[src/rtl/uart_pkg.sv]
// Shared UART types and helpers, used by both the receive and transmit paths.
package uart_pkg;

  // Parity mode of a frame.
  typedef enum logic [1:0] {
    NONE = 2'd0,
    EVEN = 2'd1,
    ODD  = 2'd2
  } parity_t;

  // Receiver frame states.
  typedef enum logic [2:0] {
    IDLE  = 3'd0,
    START = 3'd1,
    DATA  = 3'd2,
    PAR   = 3'd3,
    STOP  = 3'd4
  } rx_state_t;

  localparam int MAX_DATA_BITS = 9;

  // Parity bit that a correct frame carries for the given data word.
  // Narrower words are zero-extended, which leaves the XOR unchanged.
  function automatic logic calc_parity(input logic [MAX_DATA_BITS-1:0] data,
                                       input parity_t mode);
    logic p;
    p = 1'b0;
    case (mode)
      EVEN:    p = ^data;
      ODD:     p = ~^data;
      default: p = 1'b0;
    endcase
    return p;
  endfunction

endpackage

[src/rtl/uart_baud_gen.sv]
// Bit-timing counter for the UART receiver. Fires a sample either at the
// half-bit point (centring on the start bit) or at the full bit period.
module uart_baud_gen #(
  parameter int BAUD_DIV = 2604
) (
  input  logic clk,
  input  logic rst_n,
  input  logic clr_i,
  input  logic half_sel_i,
  output logic sample_o
);

  localparam int CNT_W = $clog2(BAUD_DIV);
  localparam logic [CNT_W-1:0] HALF_LAST = CNT_W'(BAUD_DIV / 2 - 1);
  localparam logic [CNT_W-1:0] FULL_LAST = CNT_W'(BAUD_DIV - 1);

  logic [CNT_W-1:0] cnt_q, cnt_d;

  // Count up; the owner clears on every sample and state change, so the
  // counter never runs past FULL_LAST.
  always_comb begin
    cnt_d = cnt_q + CNT_W'(1);
    if (clr_i) cnt_d = '0;
  end

  // Counter register with synchronous reset.
  always_ff @(posedge clk) begin
    if (!rst_n) cnt_q <= '0;
    else        cnt_q <= cnt_d;
  end

  assign sample_o = half_sel_i ? (cnt_q == HALF_LAST) : (cnt_q == FULL_LAST);

endmodule

[src/rtl/uart_rx_cfg.sv]
// Configurable UART receiver: synchroniser, frame FSM, shift register and
// sticky result flags handed to the command layer via rx_rdy / clr_rx_rdy.
//
//  state | meaning
//  ------+-----------------------------------------------------------
//  IDLE  | line idle, waiting for a falling edge on the synced input
//  START | wait half a bit, confirm start bit is still low (else glitch)
//  DATA  | sample DATA_BITS data bits, LSB first
//  PAR   | sample parity bit and record mismatch
//  STOP  | sample STOP_BITS stop bits; a low stop marks a framing error
module uart_rx_cfg
  import uart_pkg::*;
#(
  parameter int      BAUD_DIV  = 2604,
  parameter int      DATA_BITS = 8,
  parameter parity_t PARITY    = NONE,
  parameter int      STOP_BITS = 1
) (
  input  logic                 clk,
  input  logic                 rst_n,
  input  logic                 RX,
  input  logic                 clr_rx_rdy,
  output logic [DATA_BITS-1:0] rx_data,
  output logic                 rx_rdy,
  output logic                 parity_err,
  output logic                 frame_err,
  output logic                 overrun,
  output logic                 busy
);

  localparam logic [3:0] DATA_LAST = 4'(DATA_BITS - 1);
  localparam logic [3:0] STOP_LAST = 4'(STOP_BITS - 1);

  rx_state_t state_q, state_d;

  logic rx_s1_q, rx_s_q, rx_prev_q;
  logic fall;
  logic sample;
  logic baud_clr;
  logic complete;

  logic [3:0]           bit_cnt_q, bit_cnt_d;
  logic [DATA_BITS-1:0] shift_q, shift_d;
  logic                 par_acc_q, par_acc_d;
  logic                 frm_acc_q, frm_acc_d;

  logic [DATA_BITS-1:0] rx_data_q, rx_data_d;
  logic                 rx_rdy_q, rx_rdy_d;
  logic                 parity_err_q, parity_err_d;
  logic                 frame_err_q, frame_err_d;
  logic                 overrun_q, overrun_d;

  assign fall = ~rx_s_q & rx_prev_q;

  // Counter held at zero while idle so the start-bit half period is measured
  // from the cycle the falling edge is accepted.
  assign baud_clr = (state_q == IDLE) | (state_d != state_q) | sample;

  uart_baud_gen #(
    .BAUD_DIV(BAUD_DIV)
  ) u_baud_gen (
    .clk       (clk),
    .rst_n     (rst_n),
    .clr_i     (baud_clr),
    .half_sel_i(state_q == START),
    .sample_o  (sample)
  );

  // Frame FSM: next state, bit counting, data shift and per-frame error capture.
  always_comb begin
    state_d   = state_q;
    bit_cnt_d = bit_cnt_q;
    shift_d   = shift_q;
    par_acc_d = par_acc_q;
    frm_acc_d = frm_acc_q;
    complete  = 1'b0;
    case (state_q)
      IDLE: begin
        if (fall) begin
          state_d   = START;
          bit_cnt_d = '0;
          par_acc_d = 1'b0;
          frm_acc_d = 1'b0;
        end
      end
      START: begin
        if (sample) begin
          state_d   = rx_s_q ? IDLE : DATA;
          bit_cnt_d = '0;
        end
      end
      DATA: begin
        if (sample) begin
          shift_d = {rx_s_q, shift_q[DATA_BITS-1:1]};
          if (bit_cnt_q == DATA_LAST) begin
            state_d   = (PARITY != NONE) ? PAR : STOP;
            bit_cnt_d = '0;
          end else begin
            bit_cnt_d = bit_cnt_q + 4'd1;
          end
        end
      end
      PAR: begin
        if (sample) begin
          par_acc_d = rx_s_q != calc_parity(MAX_DATA_BITS'(shift_q), PARITY);
          state_d   = STOP;
          bit_cnt_d = '0;
        end
      end
      STOP: begin
        if (sample) begin
          frm_acc_d = frm_acc_q | ~rx_s_q;
          if (bit_cnt_q == STOP_LAST) begin
            state_d  = IDLE;
            complete = 1'b1;
          end else begin
            bit_cnt_d = bit_cnt_q + 4'd1;
          end
        end
      end
      default: state_d = IDLE;
    endcase
  end

  // Result flags: consumer ack clears them, a completing frame overrides the ack.
  always_comb begin
    rx_data_d    = rx_data_q;
    rx_rdy_d     = rx_rdy_q & ~clr_rx_rdy;
    parity_err_d = parity_err_q & ~clr_rx_rdy;
    frame_err_d  = frame_err_q & ~clr_rx_rdy;
    overrun_d    = overrun_q & ~clr_rx_rdy;
    if (complete) begin
      rx_data_d    = shift_q;
      rx_rdy_d     = 1'b1;
      parity_err_d = par_acc_q;
      frame_err_d  = frm_acc_d;
      overrun_d    = clr_rx_rdy ? 1'b0 : (overrun_q | rx_rdy_q);
    end
  end

  // All state registers; reset aborts any frame in flight.
  always_ff @(posedge clk) begin
    if (!rst_n) begin
      rx_s1_q      <= 1'b1;
      rx_s_q       <= 1'b1;
      rx_prev_q    <= 1'b1;
      state_q      <= IDLE;
      bit_cnt_q    <= '0;
      shift_q      <= '0;
      par_acc_q    <= 1'b0;
      frm_acc_q    <= 1'b0;
      rx_data_q    <= '0;
      rx_rdy_q     <= 1'b0;
      parity_err_q <= 1'b0;
      frame_err_q  <= 1'b0;
      overrun_q    <= 1'b0;
    end else begin
      rx_s1_q      <= RX;
      rx_s_q       <= rx_s1_q;
      rx_prev_q    <= rx_s_q;
      state_q      <= state_d;
      bit_cnt_q    <= bit_cnt_d;
      shift_q      <= shift_d;
      par_acc_q    <= par_acc_d;
      frm_acc_q    <= frm_acc_d;
      rx_data_q    <= rx_data_d;
      rx_rdy_q     <= rx_rdy_d;
      parity_err_q <= parity_err_d;
      frame_err_q  <= frame_err_d;
      overrun_q    <= overrun_d;
    end
  end

  assign rx_data    = rx_data_q;
  assign rx_rdy     = rx_rdy_q;
  assign parity_err = parity_err_q;
  assign frame_err  = frame_err_q;
  assign overrun    = overrun_q;
  assign busy       = (state_q != IDLE);

endmodule

[config.mk]
export PLATFORM = sky130hd
export DESIGN_NAME = uart_rx_cfg
export DESIGN_NICKNAME = d
export VERILOG_FILES = /design/src/rtl/uart_pkg.sv /design/src/rtl/uart_baud_gen.sv /design/src/rtl/uart_rx_cfg.sv
export SDC_FILE = /design/constraint.sdc
export NUM_CORES = 1
export LEC_CHECK = 0
export BUFFER_PORTS_ARGS = -buffer_cell sky130_fd_sc_hd__buf_4
export CAP_MARGIN = 40
export CELL_PAD_IN_SITES_DETAIL_PLACEMENT = 1
export CELL_PAD_IN_SITES_GLOBAL_PLACEMENT = 2
export CORE_MARGIN = 3
export CORE_UTILIZATION = 39
export DETAILED_ROUTE_END_ITERATION = 10
export GPL_TIMING_DRIVEN = 0
export PLACE_DENSITY = 0.81
export SYNTH_ARGS = -nofsm -noshare
export SYNTH_HDL_FRONTEND = slang
export SYNTH_SLANG_ARGS = --single-unit
[constraint.sdc]
create_clock -name clk -period 3.6 [get_ports clk]
set_clock_uncertainty 0.2 [all_clocks]
set_input_delay 0.72 -clock clk [delete_from_list [all_inputs] [get_ports clk]]
set_output_delay 0.72 -clock clk [all_outputs]
set_load 0.05 [all_outputs]
==> impl.org, run 1 <==
** Layout
- Most frequent standard cell in the layout excluding fill and tap cells :: sky130_fd_sc_hd__dfxtp_1
- Counting the fill cells in the layout gives 577.
- For this run, the post-layout net count is 249.
- Once layout is done, the placed cells without fillers occupy 2280 µm².
- The post-route netlist has 13.6% of its cells at a drive strength greater than 1.
- Area growth from synthesis to layout :: 16.1%
- The multi-input combinational cells in the finished layout cover a total of 1010 µm².
- Post-layout instance count excluding filler cells :: 310
- N_diodes :: 0
- Commonest cells after routing, fill and taps aside :: sky130_fd_sc_hd__dfxtp_1, sky130_fd_sc_hd__nand2_1, sky130_fd_sc_hd__nor2_1
- Across the whole layout, storage elements account for 881 µm².

** Clock tree
- The tree is rooted in a sky130_fd_sc_hd__clkbuf_8.
- Hold buffer count at CTS :: 0
- Number of clock buffers inserted by TritonCTS :: 5
- Clock latency on the worst-skew pair, taken at its later pin, is 300 ps.
- CTS tree :: yes
- Post-CTS setup repair buffer count :: 0
- Number of H-tree levels :: 2
- PostCTS Resize Cnt :: 0
- Clk sink count :: 44
- Clock-pin slew reported for the worst setup and hold paths after clock tree synthesis :: 90 ps
- The longest clock path from root to sink contains 2 buffers.

** Global routing
- The number of global-route vias before repair is 1644.
- Global route overflow :: 0
- Total Routing Usage GR :: 16.3%
- The initial antenna violation count came to 0.
- Entering global routing, the biggest net connects 15 pins.
- The first global-routing pass estimated 7.80 mm of wire.

** Critical path
- Critical path startpoint category :: register
- Delay of the slowest cell on the worst path :: 570 ps
- By startpoint and endpoint, the worst setup path is classified as reg -> reg.
- Max FO, Critical Path :: 10
- Series of cell instances along the critical path :: or4b_4 > nor4_4 > o21ai_4 > or4_1 > o21ai_1
- On the critical path, the stage with the largest delay is an instance of sky130_fd_sc_hd__or4b_4.
- Signal arrival time at the worst endpoint :: 2540 ps
- Kind of end point of the critical path :: register
- Data required time of the worst path :: 3630 ps

** Detailed routing
- Number of nets with antenna violations after detailed routing :: 0
- Summing over every cut layer, the via total after detailed routing is 1611.
- Dividing the detail-routed via count by the number of cells gives 5.20.
- Pre-antenna DRT Iters :: 4
- Final WL :: 4.53 mm
- Initial DRC Count :: 54
- Dividing the detail-routed wire length by the instance count gives 14.6 µm.
- After detailed routing, the number of remaining DRC violations is 0.

** Timing
- Max Slew Vio Count :: 0
- In the finished design, the share of the clock period the worst path needs comes to 69.5%.
- Worst slew pin tran :: 630 ps
- Unrepaired setup endpoints after global routing :: false
- Derived from the worst setup path, the maximum achievable clock frequency is 400 MHz.
- For the final routed database, the setup TNS stands at 0 ps.
- Count of endpoints failing setup in the final report :: 0
- The worst path needs 2500 ps of the cycle, external delays included.
- Relative slew margins :: 57.9%
- The final hold violation count was 0.

** Yosys
- Yosys mapped the design onto 47 distinct sky130hd cell types.
- By area the synthesized netlist is led by sky130_fd_sc_hd__dfxtp_1, sky130_fd_sc_hd__nand2_1, sky130_fd_sc_hd__nor2_1, sky130_fd_sc_hd__mux2i_1, sky130_fd_sc_hd__a21oi_1.
- Gate count of the mapped netlist :: 219
- In the synthesized netlist the async set-or-reset flop fraction comes to 0%.
- The mapped netlist covers 1960 µm².
- In this run the biggest area consumer among cell types represents 44.9% of the synthesized area.
- Of the synthesized area, sequential elements account for 44.9%.
- Syn. warnings :: 0
- The number of nets in the synthesized netlist is 226.
- Counting flops and latches in the post-synthesis netlist gives 44.
- The biggest area contributor in the post-synthesis netlist is sky130_fd_sc_hd__dfxtp_1.
- Primary flip-flop cell chosen by synthesis mapping :: sky130_fd_sc_hd__dfxtp_1
- Syn_area_per_cell :: 8.95 µm²
- In this run, synthesis inferred 0 flip-flops with an integrated enable.

** Placed design
- After detailed placement, the total cell area comes to 2160 µm².
- Number of placed instances with taps included :: 302
- After legalization and detailed placement, the total HPWL measured 3.47 mm.
- Number of buffers added on ports :: 16
- Routability congestion estimate from global placement :: 0.743

** Outcome
- Outcome :: finished, final reports clean

** Die
- After floorplanning, the core was sized to cover 4790 µm².
- In this run the count of I/O pins placed on the die edge is 17.
- From bottom edge to top edge, the die measures 76.9 µm.
- Once the floorplan was initialized, standard cells occupied 41.0% of the core.
- The die covers 5910 µm².
- The floorplan has 25 rows.
- In this run the horizontal extent of the chip is 76.9 µm.

** Job
- Count of max-cap constraint violations :: 0

** Hold path
- The path class of the tightest hold or removal check is reg -> reg.

** Power
- Combinational logic burns 3.5% of the power.
- Pwr Density :: 397 nW/µm²
- Peak supply drop :: 0.197 mV
- Proportion of power drawn by the clock network :: 42.3%
- Summed over all nets, the switching power comes to 0.201 mW.
- Total Power :: 0.905 mW
- Summed over all cells, the static leakage comes to 0.875 nW.
- Net switching is 22.2% of the power.
- Sequential cells account for 54.2% of the total power.
- Cell-internal power :: 0.704 mW
## kinds of logic (layout without fill, tap and decap cells)
logic type,count (synthesis),after routing,synth area share (%)
AO/OA/AOI/OAI,38,38,15.2
AND/OR/NAND/NOR,97,97,25.3
adder cells (fa/ha/maj),3,3,1.91
XOR/XNOR,10,10,4.47
multiplexers,9,9,4.59
flip-flops,44,44,44.9
buffers and inverters,18,42,3.57
## registers in the layout (all words and copies together) (netlist names)
name and cells:
rx_prev_q 1, rx_rdy 1, shift_q 8, frame_err 1, rx_data 8, rx_s_q 1, frm_acc_q 1, state_q 3
rx_s1_q 1, bit_cnt_q 4, u_baud_gen.cnt_q 12, parity_err 1, overrun 1, par_acc_q 1
## metal layers
metal | routed length (µm) | part of all wire [%] | vias to the layer above | GRT usage [%]
met1 | 2050 | 45 | 789 | 20.0
met3 | 84 | 1.9 | 7 | 3.52
met4 | 70 | 1.5 | 0 | 5.80
met5 | 0 | 0 | - | 0
li1 | - | - | 803 | -
met2 | 2330 | 51 | 12 | 28.0
## per-stage QoR
stage	setup WS, ps	util, %	hold WS, ps
2_1_floorplan	1280	-	186
3_3_place_gp	1130	45.2	189
3_5_place_dp	1110	45.2	203
4_1_cts	1090	47.6	223
5_1_grt	954	47.6	232
6_report	1100	47.6	220
## synthesized netlist by cell type, types with 3 or more instances
library cell                n
sky130_fd_sc_hd__a21oi_1   13
sky130_fd_sc_hd__clkbuf_1   6
sky130_fd_sc_hd__dfxtp_1   44
sky130_fd_sc_hd__ha_1       3
sky130_fd_sc_hd__inv_1     10
sky130_fd_sc_hd__mux2i_1    9
sky130_fd_sc_hd__nand2_1   30
sky130_fd_sc_hd__nand2b_1   7
sky130_fd_sc_hd__nand3_1    6
sky130_fd_sc_hd__nand3b_1   3
sky130_fd_sc_hd__nand4b_1   3
sky130_fd_sc_hd__nor2_1    28
sky130_fd_sc_hd__nor3_1     4
sky130_fd_sc_hd__o211ai_1   4
sky130_fd_sc_hd__o41ai_1    3
sky130_fd_sc_hd__xnor2_1    5
sky130_fd_sc_hd__xor2_1     5
## final timing paths
path	startpoint	endpoint	slack (ps)	cells after the start
setup reg to reg	u_baud_gen.cnt_q[5]	frame_err	1100	5
setup / recovery	u_baud_gen.cnt_q[5]	frame_err	1100	5
hold reg to reg	rx_s1_q	rx_s_q	220	1
hold / removal	rx_s1_q	rx_s_q	220	1
## power groups by stage
stage / clock network (mW) / logic (mW) / registers [mW]
floorplan: 0 / 0.0205 / 0.501
global placement: 0 / 0.0303 / 0.502
detailed placement: 0 / 0.0316 / 0.502
CTS: 0.390 / 0.0317 / 0.491
global route: 0.418 / 0.0347 / 0.491
finish: 0.382 / 0.0315 / 0.491
## layout make-up
type	count	share of cell area, %
sequential	44	38.7
timing repair buffer	16	5.28
buffer	8	1.43
clock buffer	5	3.02
clock inverter	3	1.87
multi-input combinational	157	44.4
inverter	10	1.65
tap	67	3.68
## critical path, delay by kind of cell (launching register included)
kind            cells  cell delay (ps)
simple gates        3             1540
flops               1              390
compound gates      2              310
(Power assumes the default switching activity.)
==> inputs of run 2 (changes only) <==
- CORE_UTILIZATION: 39 -> 36
- PLACE_DENSITY: 0.81 -> 0.75
- clock period: 3.6 -> 2.36 ns (I/O delays scaled with it)
==> impl.org, run 2 (same netlist as run 1, synthesis figures left out) <==
** Clock tree
- Clock-pin slew reported for the worst setup and hold paths after clock tree synthesis :: 80 ps (about the same)
- Clk sink count :: 44 (unchanged)
- Hold buffer count at CTS :: 0 (unchanged)
- CTS tree :: yes
- Number of H-tree levels :: 2 (unchanged)
- The clock network latency to the later pin of the worst-skew pair was 290 ps (about the same).
- In this run the clock root is driven by a sky130_fd_sc_hd__clkbuf_8.
- CTS max path bufs :: 2 (unchanged)
- The TritonCTS buffer count is 5 (unchanged).

** Timing
- The final setup violation count came to 0 (unchanged).
- The final worst-path cycle share was 95.6% (+26 points).
- Accumulated negative setup slack :: 0 ps (unchanged)
- The measured slew at the worst slew-check pin came to 610 ps (-20.0 ps).
- Hold WS :: 155 ps (-64.9 ps)
- The worst slew margin relative to its limit is 59.2% (+1.3 points).
- Setup repair after global routing left no endpoint under its margin.
- Max Slew Vio Count :: 0 (unchanged)
- Final Hold Violating Endpoints :: 0 (unchanged)
- Highest achievable clock rate :: 443 MHz (+11%)
- The final critical-path required period is 2260 ps (-245 ps).

** Global routing
- Global route overflow :: 0 (unchanged)
- Total Routing Usage GR :: 15.9% (-0.45 points)
- Antenna violations before repair :: 0 (unchanged)
- The number of global-route vias before repair was 1683 (+2.4%).
- First-pass GRT wire length :: 8.00 mm (+2.5%)
- Maximum number of pins on one net before global-route repair :: 14 (-1)

** Detailed routing
- # DRC :: 0 (unchanged)
- The routed metal-1 wirelength is 2.22 mm (+8.1%).
- Routed length per instance :: 15.0 µm (+2.3%)
- Number of nets with antenna violations after detailed routing :: 0 (unchanged)
- The routed length on met3 was 120 µm (+43%).
- Top routing layer in use :: met4
- The met2 wirelength from detailed routing is 2.31 mm (-0.64%).
- Initial DRC Count :: 87 (+61%)
- Final WL :: 4.70 mm (+3.7%)
- The number of vias per cell came to 5.13 (-1.3%).
- The number of vias after detailed routing came to 1610 (-0.062%).
- Pre-antenna DRT Iters :: 4 (unchanged)

** Outcome
- Outcome :: finished, final reports clean

** Layout
- The library cell used most frequently in the layout, excluding fill and tap cells, is sky130_fd_sc_hd__dfxtp_1.
- N_diodes :: 0 (unchanged)
- The fraction of layout cells with a size suffix above 1 came to 15.6% (+2.0 points).
- Max FFs per register :: 12 (unchanged)
- Fillers :: 619 (+7.3%)
- Register name with the most flops :: u_baud_gen.cnt_q
- Commonest cells after routing, fill and taps aside :: sky130_fd_sc_hd__dfxtp_1, sky130_fd_sc_hd__nand2_1, sky130_fd_sc_hd__nor2_1
- The area growth from synthesis to layout is 16.0%.
- Final Net Count :: 251 (+0.80%)

** Die
- # rows :: 26 (+4.0%)
- The count of pins on the block boundary came to 17 (unchanged).
- The vertical die dimension is 79.8 µm (+3.8%).
- Die area :: 6370 µm² (+7.7%)
- The effective utilization at floorplan was 37.9% (-3.1 points).
- Chip Width :: 79.8 µm (+3.8%)
- Core Area :: 5170 µm² (+8.1%)

** Power
- Pwr Density :: 552 nW/µm² (+39%)
- Proportion of power drawn by the clock network :: 36.4% (-5.9 points)
- Sequential share of power :: 59.7% (+5.5 points)
- The internal power of the cells is 0.961 mW (+37%).
- Gate power share :: 3.9% (+0.4 points)
- The switching power as a share of total power is 23.3% (+1.2 points).
- The total power draw was 1.25 mW (+39%).
- Peak supply drop :: 0.316 mV (+60%)
- Leakage power of the design :: 0.880 nW (+0.52%)
- The switching power of the nets is 0.293 mW (+46%).

** Placed design
- Number of buffers added on ports :: 16 (unchanged)
- The routability congestion estimate was 0.829 (+12%).
- The HPWL after detailed placement is 3.43 mm (-1.2%).

** Job
- The reported max-cap violation count is 0 (unchanged).

** Critical path
- The worst-case register-to-register setup slack came to 100 ps (-1000 ps).
- Max FO, Critical Path :: 10 (unchanged)
- Signal arrival time at the worst endpoint :: 2290 ps (-250 ps)
- Kind of end point of the critical path :: register
- STA classifies the critical path startpoint as a register.
- Class of the most critical setup path :: reg -> reg
- The critical path data required time was 2390 ps (-1240 ps).

** Hold path
- The tightest min-delay check is of the in -> reg type.
run 2: final timing paths:
path	startpoint	end	cells after the start
setup / recovery	u_baud_gen.cnt_q[5]	frame_err	6
hold / removal	clr_rx_rdy	overrun	2
setup reg to reg	u_baud_gen.cnt_q[5]	frame_err	6
hold reg to reg	rx_s1_q	rx_s_q	1
run 2: timing repair:
item / CTS / global route
resized for setup: 1 / 4
pin swaps: 1 / 0
setup endpoints to repair: 34 / 16
buffers inserted: 2 / 0
run 2: worst max-delay path: stages, from the launching register on:
cell and delay (ps):
sky130_fd_sc_hd__dfxtp_2 360, sky130_fd_sc_hd__or4b_4 560, sky130_fd_sc_hd__nor4_4 130, sky130_fd_sc_hd__buf_4 180
sky130_fd_sc_hd__o21ai_4 110, sky130_fd_sc_hd__or4_1 540, sky130_fd_sc_hd__o21ai_1 120
run 2: power by group through the flow:
stage	sequential, mW	combinational (mW)	clock, mW
floorplan	0.765	0.0313	0
global placement	0.766	0.0470	0
detailed placement	0.766	0.0486	0
CTS	0.749	0.0489	0.481
global route	0.749	0.0536	0.502
finish	0.749	0.0489	0.456
run 2: area by class of cell:
type	instances	area (µm²)	share of cell area (%)
buffer	8	33.8	1.49
sequential	44	882	38.8
tap	70	87.6	3.85
multi-input combinational	157	1020	44.7
clock buffer	5	68.8	3.03
clock inverter	2	12.5	0.550
inverter	10	37.5	1.65
timing repair buffer	18	135	5.94
run 2: per-stage QoR:
stage / utilization, % / worst slack (ps) / instances / instance area (µm²)
final: 44.0 / 103 / 314 / 2270
after detailed placement: 41.9 / -170 / 305 / 2170
after floorplan: - / 42.5 / 219 / 1960
after global placement: 41.9 / -167 / 305 / 2170
after CTS: 43.9 / 28.5 / 314 / 2270
after global routing: 44.0 / 5.98 / 314 / 2270
run 2: per-layer routing:
metal  vias up  global-route usage, %
met2        14                   27.3
met1       784                   20.0
met5         -                      0
met3         5                   3.61
li1        807                      -
met4         0                   4.05
==> inputs of run 3 (changes only) <==
- PLACE_DENSITY: 0.75 -> unset
- PLACE_DENSITY_LB_ADDON: unset -> 0.1
==> impl.org, run 3 (same netlist as run 1, synthesis figures left out) <==
** Critical path
- Dominant cell type by count on the critical path :: sky130_fd_sc_hd__buf_4
- Data required time of the worst path :: 2380 ps (about the same)
- Delay of the slowest cell on the worst path :: 550 ps (about the same)
- Signal arrival time at the worst endpoint :: 2310 ps (+20 ps)
- The critical path goes through or4b_4 > nor4_4 > buf_4 > buf_4 > o2111a_1 > buf_6 > nand2_1 > a21oi_1.
- The worst setup path is captured at a register.
- The worst-path maximum fanout was 5 (-5).
- Broken down by cell family, the worst path's largest delay share belongs to simple AND/OR/NAND/NOR gates.
- The worst setup path is launched from a register.
- Slowest-stage cell, CP :: sky130_fd_sc_hd__or4b_4
- CP Buf/Inv Count :: 3 (+2)
- The critical path in this run is classified as reg -> reg.

** Clock tree
- Clk sink count :: 44 (unchanged)
- The TritonCTS buffer count is 5 (unchanged).
- The deepest level of the CTS H-tree was 2 (unchanged).
- CTS max path bufs :: 2 (unchanged)
- The clock slew at the register clock pins of the worst setup and hold paths was 80 ps (about the same).
- CTS Root Cell :: sky130_fd_sc_hd__clkbuf_8
- Hold buffer count at CTS :: 0 (unchanged)
- TritonCTS built the clock tree.
- The clock network latency to the later pin of the worst-skew pair came to 290 ps (about the same).

** Timing
- The measured slew at the worst slew-check pin is 656 ps (+46.5 ps).
- Relative slew margins :: 56.3% (-3.0 points)
- The final hold violation count came to 0 (unchanged).
- The final-report max-slew violation count came to 0 (unchanged).
- Min setup slack post-route :: 67.4 ps (-35.9 ps)
- The final critical-path required period is 2290 ps (+35.9 ps).
- The final setup violation count is 0 (unchanged).
- Unrepaired setup endpoints after global routing :: true
- The final worst-path cycle share is 97.1% (+1.5 points).
- Highest achievable clock rate :: 436 MHz (-1.6%)

** Layout
- N_diodes :: 0 (unchanged)
- Commonest cells after routing, fill and taps aside :: sky130_fd_sc_hd__dfxtp_1, sky130_fd_sc_hd__nand2_1, sky130_fd_sc_hd__nor2_1
- Core utilization of the finished layout :: 45.5% (+1.5 points)
- Fillers :: 601 (-2.9%)
- The post-route non-filler standard cell count is 319 (+1.6%).
- The library cell used most frequently in the layout, excluding fill and tap cells, is sky130_fd_sc_hd__dfxtp_1.
- Max FFs per register :: 12 (unchanged)
- Final Net Count :: 256 (+2.0%)
- u_baud_gen.cnt_q holds more flip-flops than any other register.
- From synthesis to final layout, the design area changed by 19.9%.
- Total area of multi-input combinational cells :: 1040 µm² (+2.8%)
- The storage element area is 887 µm² (+0.57%).
- The fraction of layout cells with a size suffix above 1 is 19.7% (+4.1 points).
- Design Area, Final :: 2350 µm² (+3.4%)

** Placed design
- The placement-stage worst setup slack came to -163 ps (+7.26 ps).
- Number of buffers added on ports :: 16 (unchanged)
- Post-DP HPWL :: 3.42 mm (-0.31%)
- The routability congestion estimate was 0.791 (-4.7%).
- The placed instance count is 305 (unchanged).
- Placed Area :: 2170 µm² (unchanged)

** Detailed routing
- Pre-antenna DRT Iters :: 4 (unchanged)
- Initial DRC Count :: 61 (-30%)
- The remaining antenna violation count was 0 (unchanged).
- Final WL :: 4.82 mm (+2.6%)
- The average routed wire per standard cell was 15.1 µm (+0.97%).
- The number of DRC violations after detailed routing was 0 (unchanged).
- Via total after detailed routing :: 1653 (+2.7%)
- The number of vias per cell is 5.18 (+1.1%).

** Job
- Count of max-cap constraint violations :: 0 (unchanged)

** Power
- Pwr Density :: 529 nW/µm² (-4.0%)
- Leakage power of the design :: 0.902 nW (+2.6%)
- The total power draw is 1.24 mW (-0.77%).
- Peak supply drop :: 0.218 mV (-31%)

** Die
- The effective utilization at floorplan came to 37.9% (unchanged).
- The number of standard-cell rows in the floorplan came to 26 (unchanged).
- The total die area came to 6370 µm² (unchanged).
- Die Ht :: 79.8 µm (unchanged)
- IO Count :: 17 (unchanged)
- The floorplan die width came to 79.8 µm (unchanged).
- Core Area :: 5170 µm² (unchanged)

** Outcome
- Outcome :: finished, final reports clean

** Global routing
- First-pass GRT wire length :: 8.07 mm (+0.95%)
- Maximum number of pins on one net before global-route repair :: 13 (-1)
- The initial antenna violation count was 0 (unchanged).
- The total global routing track utilization came to 15.9% (+0.062 points).
- The number of global-route vias before repair was 1712 (+1.7%).
- The global-route congestion overflow total is 0 (unchanged).

** Hold path
- Classification of the worst-slack hold path :: in -> reg
==> run 3: cell count changes in the layout (fill, tap and decap cells not counted), moves of 2 or more <==
cell / change
sky130_fd_sc_hd__a21oi_1: -3
sky130_fd_sc_hd__buf_4: +4
sky130_fd_sc_hd__a21oi_2: +3
sky130_fd_sc_hd__buf_6: +2
sky130_fd_sc_hd__dfxtp_1: -2
==> run 3: path summary, 6_finish.rpt <==
path,startpoint,to,slack (ps),cells after the start
hold reg to reg,rx_s1_q,rx_s_q,220,1
setup reg to reg,u_baud_gen.cnt_q[1],rx_data[7],70,8
setup / recovery,u_baud_gen.cnt_q[1],rx_data[7],70,8
hold / removal,clr_rx_rdy,overrun,150,2
==> run 3: repair_timing <==
action	in CTS	in global routing
resized for setup	2	19
buffers inserted	2	4
setup endpoints to repair	30	34
pin swaps	1	6
gates cloned	0	1
==> run 3: layer usage <==
metal	track usage, %	wire length [µm]
met4	4.05	49
met1	20.3	2250
met5	0	0
met3	3.72	96
met2	27.0	2430
==> run 3: cell type report <==
class	count	area share, %
multi-input combinational	157	44.4
sequential	44	37.7
timing repair buffer	23	7.50
tap	70	3.73
clock buffer	6	3.09
buffer	8	1.70
inverter	10	1.60
clock inverter	1	0.213
==> run 3: worst register-to-register path, stage by stage (launching register included) <==
cell and delay, ps:
sky130_fd_sc_hd__dfxtp_2 350, sky130_fd_sc_hd__or4b_4 550, sky130_fd_sc_hd__nor4_4 250, sky130_fd_sc_hd__buf_4 180, sky130_fd_sc_hd__buf_4 130, sky130_fd_sc_hd__o2111a_1 230
sky130_fd_sc_hd__buf_6 140, sky130_fd_sc_hd__nand2_1 60, sky130_fd_sc_hd__a21oi_1 150
==> run 3: power by group <==
part / switching, mW / internal [mW] / total (mW)
clock network: 0.246 / 0.202 / 0.448
registers: 0.00355 / 0.744 / 0.747
logic: 0.0335 / 0.0158 / 0.0492
==> run 3: per-stage QoR <==
stage | TNS [ps] | hold WS [ps]
after floorplan | 0 | 186
after global placement | -1430 | 200
after detailed placement | -2190 | 202
after CTS | 0 | 149
after global routing | -150 | 154
final | 0 | 151
